## src/rtl/gpu_wb_cmd_bridge_if.sv

```systemverilog
// Bus bundle between the Wishbone host, the command bridge and gpu_core.
// Signal names follow the Wishbone slave / gpu_core port names.
interface gpu_wb_cmd_bridge_if;
  logic        wbs_cyc_i;
  logic        wbs_stb_i;
  logic        wbs_we_i;
  logic [3:0]  wbs_sel_i;
  logic [31:0] wbs_adr_i;
  logic [31:0] wbs_dat_i;
  logic        wbs_ack_o;
  logic [31:0] wbs_dat_o;
  logic [31:0] core_command;
  logic [63:0] core_data_in;
  logic [63:0] core_data_out;
  logic        core_stb;
  logic        core_ack;

  modport slave (
    input  wbs_cyc_i, wbs_stb_i, wbs_we_i, wbs_sel_i, wbs_adr_i, wbs_dat_i,
    input  core_data_out, core_ack,
    output wbs_ack_o, wbs_dat_o, core_command, core_data_in, core_stb
  );

  modport master (
    output wbs_cyc_i, wbs_stb_i, wbs_we_i, wbs_sel_i, wbs_adr_i, wbs_dat_i,
    output core_data_out, core_ack,
    input  wbs_ack_o, wbs_dat_o, core_command, core_data_in, core_stb
  );
endinterface

```

## src/rtl/gpu_wb_cmd_bridge.sv

```systemverilog
// Wishbone slave that turns register writes into gpu_core command transactions
// and captures DATA_READ results for software readback.
module gpu_wb_cmd_bridge #(
  parameter int unsigned OP_LSB       = 12,
  parameter logic [3:0]  OP_DATA_READ = 4'b0000
) (
  input  logic                     wb_clk_i,
  input  logic                     wb_rst_i,
  gpu_wb_cmd_bridge_if.slave       bus
);

  localparam logic [2:0] AdrDataLo  = 3'd0;
  localparam logic [2:0] AdrDataHi  = 3'd1;
  localparam logic [2:0] AdrCmd     = 3'd2;
  localparam logic [2:0] AdrStatus  = 3'd3;
  localparam logic [2:0] AdrRdataLo = 3'd4;
  localparam logic [2:0] AdrRdataHi = 3'd5;

  logic        r_ack;
  logic [31:0] r_dat;
  logic [31:0] r_cmd;
  logic [31:0] r_data_lo;
  logic [31:0] r_data_hi;
  logic [63:0] r_rdata;
  logic        r_pending;
  logic        r_rvalid;
  logic [15:0] r_count;

  logic [2:0]  w_addr;
  logic        w_req;
  logic        w_stall;
  logic        w_accept;
  logic        w_cmd_issue;
  logic        w_core_done;
  logic [31:0] w_rdata;
  logic        w_unused_adr;

  assign w_unused_adr = ^{bus.wbs_adr_i[31:5], bus.wbs_adr_i[1:0]};

  always_comb begin
    w_addr  = bus.wbs_adr_i[4:2];
    w_req   = bus.wbs_cyc_i & bus.wbs_stb_i & ~r_ack;
    // DATA_*/CMD writes and RDATA reads wait out an in-flight command.
    w_stall = r_pending &
              ((bus.wbs_we_i & (w_addr == AdrDataLo || w_addr == AdrDataHi || w_addr == AdrCmd)) |
               (~bus.wbs_we_i & (w_addr == AdrRdataLo || w_addr == AdrRdataHi)));
    w_accept    = w_req & ~w_stall;
    w_cmd_issue = w_accept & bus.wbs_we_i & (w_addr == AdrCmd) & (bus.wbs_sel_i == 4'hF);
    w_core_done = r_pending & bus.core_ack;

    w_rdata = '0;
    unique case (w_addr)
      AdrDataLo:  w_rdata = r_data_lo;
      AdrDataHi:  w_rdata = r_data_hi;
      AdrCmd:     w_rdata = r_cmd;
      AdrStatus:  w_rdata = {r_count, 14'd0, r_rvalid, r_pending};
      AdrRdataLo: w_rdata = r_rdata[31:0];
      AdrRdataHi: w_rdata = r_rdata[63:32];
      default:    w_rdata = '0;
    endcase
  end

  always_ff @(posedge wb_clk_i) begin
    if (wb_rst_i) begin
      r_ack     <= 1'b0;
      r_dat     <= '0;
      r_cmd     <= '0;
      r_data_lo <= '0;
      r_data_hi <= '0;
      r_rdata   <= '0;
      r_pending <= 1'b0;
      r_rvalid  <= 1'b0;
      r_count   <= '0;
    end else begin
      r_ack <= w_accept;
      r_dat <= (w_accept & ~bus.wbs_we_i) ? w_rdata : '0;

      if (w_accept & bus.wbs_we_i & (w_addr == AdrDataLo)) begin
        for (int i = 0; i < 4; i++) begin
          if (bus.wbs_sel_i[i]) r_data_lo[i*8 +: 8] <= bus.wbs_dat_i[i*8 +: 8];
        end
      end
      if (w_accept & bus.wbs_we_i & (w_addr == AdrDataHi)) begin
        for (int i = 0; i < 4; i++) begin
          if (bus.wbs_sel_i[i]) r_data_hi[i*8 +: 8] <= bus.wbs_dat_i[i*8 +: 8];
        end
      end

      // Issue and completion are exclusive: issue needs pending low, completion needs it high.
      if (w_cmd_issue) begin
        r_cmd     <= bus.wbs_dat_i;
        r_pending <= 1'b1;
        r_rvalid  <= 1'b0;
      end else if (w_core_done) begin
        r_pending <= 1'b0;
        r_count   <= r_count + 16'd1;
        if (r_cmd[OP_LSB +: 4] == OP_DATA_READ) begin
          r_rdata  <= bus.core_data_out;
          r_rvalid <= 1'b1;
        end
      end
    end
  end

  assign bus.wbs_ack_o    = r_ack;
  assign bus.wbs_dat_o    = r_dat;
  assign bus.core_command = r_cmd;
  assign bus.core_data_in = {r_data_hi, r_data_lo};
  assign bus.core_stb     = r_pending;

endmodule

```

## src/flat_wrapper.sv

```systemverilog
// flat-port wrapper written by rule: the top's interface ports become plain ports
module gpu_wb_cmd_bridge_flat 
#(
  parameter int unsigned OP_LSB       = 12,
  parameter logic [3:0]  OP_DATA_READ = 4'b0000
)
  (wb_clk_i, wb_rst_i, bus_wbs_cyc_i, bus_wbs_stb_i, bus_wbs_we_i, bus_wbs_sel_i, bus_wbs_adr_i, bus_wbs_dat_i, bus_core_data_out, bus_core_ack, bus_wbs_ack_o, bus_wbs_dat_o, bus_core_command, bus_core_data_in, bus_core_stb);
  gpu_wb_cmd_bridge_if bus_i ();
  input  logic wb_clk_i;
  input  logic wb_rst_i;
  input wire logic [$bits(bus_i.wbs_cyc_i)-1:0] bus_wbs_cyc_i;
  input wire logic [$bits(bus_i.wbs_stb_i)-1:0] bus_wbs_stb_i;
  input wire logic [$bits(bus_i.wbs_we_i)-1:0] bus_wbs_we_i;
  input wire logic [$bits(bus_i.wbs_sel_i)-1:0] bus_wbs_sel_i;
  input wire logic [$bits(bus_i.wbs_adr_i)-1:0] bus_wbs_adr_i;
  input wire logic [$bits(bus_i.wbs_dat_i)-1:0] bus_wbs_dat_i;
  input wire logic [$bits(bus_i.core_data_out)-1:0] bus_core_data_out;
  input wire logic [$bits(bus_i.core_ack)-1:0] bus_core_ack;
  output wire logic [$bits(bus_i.wbs_ack_o)-1:0] bus_wbs_ack_o;
  output wire logic [$bits(bus_i.wbs_dat_o)-1:0] bus_wbs_dat_o;
  output wire logic [$bits(bus_i.core_command)-1:0] bus_core_command;
  output wire logic [$bits(bus_i.core_data_in)-1:0] bus_core_data_in;
  output wire logic [$bits(bus_i.core_stb)-1:0] bus_core_stb;
  assign bus_i.wbs_cyc_i = bus_wbs_cyc_i;
  assign bus_i.wbs_stb_i = bus_wbs_stb_i;
  assign bus_i.wbs_we_i = bus_wbs_we_i;
  assign bus_i.wbs_sel_i = bus_wbs_sel_i;
  assign bus_i.wbs_adr_i = bus_wbs_adr_i;
  assign bus_i.wbs_dat_i = bus_wbs_dat_i;
  assign bus_i.core_data_out = bus_core_data_out;
  assign bus_i.core_ack = bus_core_ack;
  assign bus_wbs_ack_o = bus_i.wbs_ack_o;
  assign bus_wbs_dat_o = bus_i.wbs_dat_o;
  assign bus_core_command = bus_i.core_command;
  assign bus_core_data_in = bus_i.core_data_in;
  assign bus_core_stb = bus_i.core_stb;
  gpu_wb_cmd_bridge #(.OP_LSB(OP_LSB), .OP_DATA_READ(OP_DATA_READ)) u_core (.wb_clk_i(wb_clk_i), .wb_rst_i(wb_rst_i), .bus(bus_i));
endmodule
```

## config.mk

```make
export PLATFORM = sky130hd
export DESIGN_NAME = gpu_wb_cmd_bridge_flat
export DESIGN_NICKNAME = d
export VERILOG_FILES = /design/src/rtl/gpu_wb_cmd_bridge_if.sv /design/src/rtl/gpu_wb_cmd_bridge.sv /design/src/flat_wrapper.sv
export SDC_FILE = /design/constraint.sdc
export NUM_CORES = 1
export LEC_CHECK = 0
export BUFFER_PORTS_ARGS = -buffer_cell sky130_fd_sc_hd__buf_2
export CAP_MARGIN = 10
export CORE_UTILIZATION = 38
export DETAILED_ROUTE_END_ITERATION = 10
export GPL_TIMING_DRIVEN = 0
export PLACE_DENSITY = 0.67
export SLEW_MARGIN = 40
export SYNTH_ARGS = -nofsm -noshare
export SYNTH_HDL_FRONTEND = slang
export SYNTH_SLANG_ARGS = --single-unit
```

## constraint.sdc

```tcl
create_clock -name wb_clk_i -period 1.9 [get_ports wb_clk_i]
set_input_delay 0.475 -clock wb_clk_i [delete_from_list [all_inputs] [get_ports wb_clk_i]]
set_output_delay 0.475 -clock wb_clk_i [all_outputs]
set_load 0.01 [all_outputs]
```

==> summary.md <==
| Metric | Value |
|---|---|
| Status | completed |
| Synthesis Warnings | 0 |
| Crit start category | flop |
| Worst hold path class | in -> reg |
| Via count | between 8000 and 9000 |
| Drt via density | 5.420 |
| P_leak | roughly 0.0049 µW |
| IO Pins | 268 |
| 1st-pass router iterations | 6 |
| Comb power frac | 0.055 |
| Reg-to-reg setup timing slack | around 0.058 ns |
| Share of layout cells above drive strength 1 | 0.3038 |
| H-tree depth | 1 |
| Max Clk Rate | between 0.5 and 0.6 GHz |
| Antenna violations before repair | 7 |
| Nets | ~1300 |
| Worst vdd ir | about 580 µV |
| Tot GR Track Use | 0.2613 |
| Post-route clock period utilization | 0.9696 |
| Pint | a little over 7000 µW |
| Largest net degree at the start of global routing | 13 |
| Synth top area cells | dfxtp_1, mux2i_1, nand2_1 |
| Net Sw Power | between 2000 and 2500 µW |
| Placer Congestion | 0.9085 |
| Clock-pin slew on the worst setup and hold paths | 0.06 ns |
| Clk sinks | 211 |
| # hold bufs at CTS | 0 |
| Dpl hpwl | ~23000 µm |
| Setup TNS | 0 ns |
| Clock root cell | clkbuf_16 |
| Synthesized cell area | 0.008738 mm² |
| Skew final | 0.03526 ns |
| First-pass GRT wire length | approximately 46000 µm |
| Layout overhead on the synthesized area | 27.19% |
| Clock power share | 0.473 |
| DR WL/cell | 21.12 µm |
| Total grt overflow | 0 |
| Final Setup Violations | 0 |
| Netlist cell types | 53 |
| Max-cap viol count | 0 |
| Crit. End Element | flop |
| Initial drt markers | ~680 |
| Placed Instance Area | ~0.010 mm² |
| CP arrival | 2.20 ns |
| Post-synthesis cell type with the largest combined area | dfxtp_1 |
| CP max FO | 10 |
| Slew at the pin with the worst max-slew slack | a little under 0.9 ns |
| Initial cell density of the core | 0.3871 |
| Wirelength, routed | ~32000 µm |
| Height of the die | approximately 150 µm |
| Sequential share of the synthesized area | 0.4834 |
| Max-slew violation count | 0 |
| Most used DFF post-synth | dfxtp_1 |
| Post-layout min period | roughly 1.8 ns |
| Site Rows | 55 |
| Req. time, crit path | roughly 2.3 ns |
| Final Cell Area | around 0.011 mm² |
| CTS tree | yes |
| RSZ-0062 raised after global routing | no |
| Worst skew pair latency | around 0.53 ns |
| Share of the synthesized area in the top cell type | 0.4834 |
| Vias in the first global route | 7602 |
| Synth Register Bits | between 200 and 250 |
| PwrDens | between 800 and 900 mW/mm² |
| Relative slew slack | 0.4093 |
| Synth cell count leaders | dfxtp_1, nand2_1, nor2_1 |
| Syn Area/Cell | about 9.4 µm² |
| Critical path class | reg -> reg |
| Post-synthesis cell count | between 900 and 1000 |
| Core area | roughly 0.023 mm² |
| Post-synth EDFFs | 0 |
| Synth async-reset ratio | 0 |
| Sw frac | 0.2362 |
| CTS buffer count | 24 |
| Die W | 153.6 µm |
| Mapped Nets | 1067 |
| IO buf count | about 240 |
| Final Hold Viols | 0 |
| Most common cell in the synthesized netlist | dfxtp_1 |
| Post-route DRC | 0 |
| Die area | 0.02361 mm² |
| Sequential fraction of design power | 0.472 |
| Bufs on Longest Clock Path | 3 |
| ANT nets after route | 0 |
==> power by group through the flow <==
stage | logic, µW | registers (µW) | clock network [µW]
after floorplan | 206 | 4540 | 0
after global placement | 503 | 4530 | 0
after detailed placement | 503 | 4530 | 0
after CTS | 506 | 4440 | 4500
after global routing | 537 | 4430 | 4720
final | 519 | 4440 | 4440
==> layout by cell type (no fill, tap or decap), types with 3 or more instances in the layout <==
| cell | netlist | layout |
|---|---|---|
| clkbuf_2 | 1 | 4 |
| nand4_1 | 4 | 4 |
| dfxtp_1 | 211 | 211 |
| nor4_1 | 5 | 4 |
| xor2_1 | 4 | 4 |
| nand3_1 | 11 | 10 |
| inv_1 | 4 | 4 |
| mux2i_1 | 109 | 109 |
| clkbuf_16 | 0 | 24 |
| nor3_1 | 6 | 5 |
| mux4_2 | 3 | 3 |
| diode_2 | 0 | 7 |
| mux2_2 | 35 | 35 |
| buf_4 | 5 | 9 |
| clkbuf_1 | 33 | 37 |
| a21oi_1 | 80 | 80 |
| buf_6 | 3 | 3 |
| nor2b_1 | 5 | 4 |
| nand3_2 | 8 | 9 |
| buf_2 | 18 | 248 |
| o2bb2ai_1 | 7 | 7 |
| nor2_1 | 134 | 134 |
| clkbuf_8 | 0 | 6 |
| a222oi_1 | 12 | 12 |
| a22o_1 | 7 | 7 |
| nand2_1 | 142 | 142 |
| o22a_1 | 7 | 7 |
| a22oi_1 | 27 | 27 |
| xnor2_1 | 8 | 8 |
| clkinv_2 | 0 | 3 |
| o21ai_0 | 6 | 6 |
| clkbuf_4 | 0 | 3 |
==> worst paths after layout <==
kind | startpoint | to | cells past startpoint
max reg2reg | u_core.bus.core_command[12] | u_core.r_rdata[46] | 5
max | u_core.bus.core_command[12] | u_core.r_rdata[46] | 5
min reg2reg | u_core.r_rdata[5] | u_core.r_rdata[5] | 2
min | bus_core_data_out[15] | u_core.r_rdata[15] | 3
==> worst max-delay path, stage by stage, from the launching register on <==
cell	delay [ns]
dfxtp_1	0.36
nor4_4	0.39
nand3_2	0.31
clkbuf_1	0.39
nand2_1	0.16
a21oi_1	0.07
==> per-layer routing <==
metal / vias to the layer above / share of wire / track usage
met5: - / 0 / 0
met1: 3843 / 0.42 / 0.3506
met2: 454 / 0.46 / 0.4149
met3: 67 / 0.087 / 0.04763
li1: 3766 / - / -
met4: 0 / 0.032 / 0.1043
==> state kept, by name, indices dropped and copies added, names as in the netlist <==
signal,count
u_core.bus.wbs_dat_o,32
u_core.r_rdata,64
u_core.bus.core_command,32
u_core.bus.wbs_ack_o,1
u_core.r_count,16
u_core.bus.core_stb,1
u_core.r_data_hi,32
u_core.r_data_lo,32
u_core.r_rvalid,1
==> cell type report <==
| cell class | count | area [µm²] |
|---|---|---|
| Sequential cell | 211 | 4224 |
| Fill cell | 2187 | 11460 |
| Clock inverter | 6 | 48.80 |
| Antenna cell | 7 | 17.52 |
| Timing Repair Buffer | 237 | 1191 |
| Buffer | 64 | 360.3 |
| Multi-Input combinational cell | 646 | 4177 |
| Tap cell | 285 | 356.6 |
| Inverter | 6 | 26.28 |
| Clock buffer | 38 | 713.2 |
==> through the flow <==
stage	setup slack (ns)	hold WS, ns	power, µW	utilization	cells
detailed placement	-0.5195	0.4471	5038	0.4553	1448
CTS	0.006704	0.1773	9440	0.4901	1492
global route	0.01065	0.1891	9691	0.4922	1498
finish	0.05777	0.1935	9396	0.4924	1500
floorplan	0.1316	0.4329	4742	-	928
global placement	-0.5545	0.4396	5037	0.4550	1448
==> what timing repair did <==
item	4_1_cts	5_1_grt
pin swaps	0	1
buffers inserted	0	2
endpoints found under the hold margin	0	0
endpoints found under the setup margin	64	42
resized for setup	5	12
==> cells by family after synthesis <==
| kind of cell | synth area share |
|---|---|
| simple gates | 0.1695 |
| mux | 0.1790 |
| xor+xnor | 0.01203 |
| flops | 0.4834 |
| compound gates | 0.1123 |
| buf+inv | 0.04238 |
| fa+ha+maj | 0.001432 |
(Power assumes the default switching activity.)
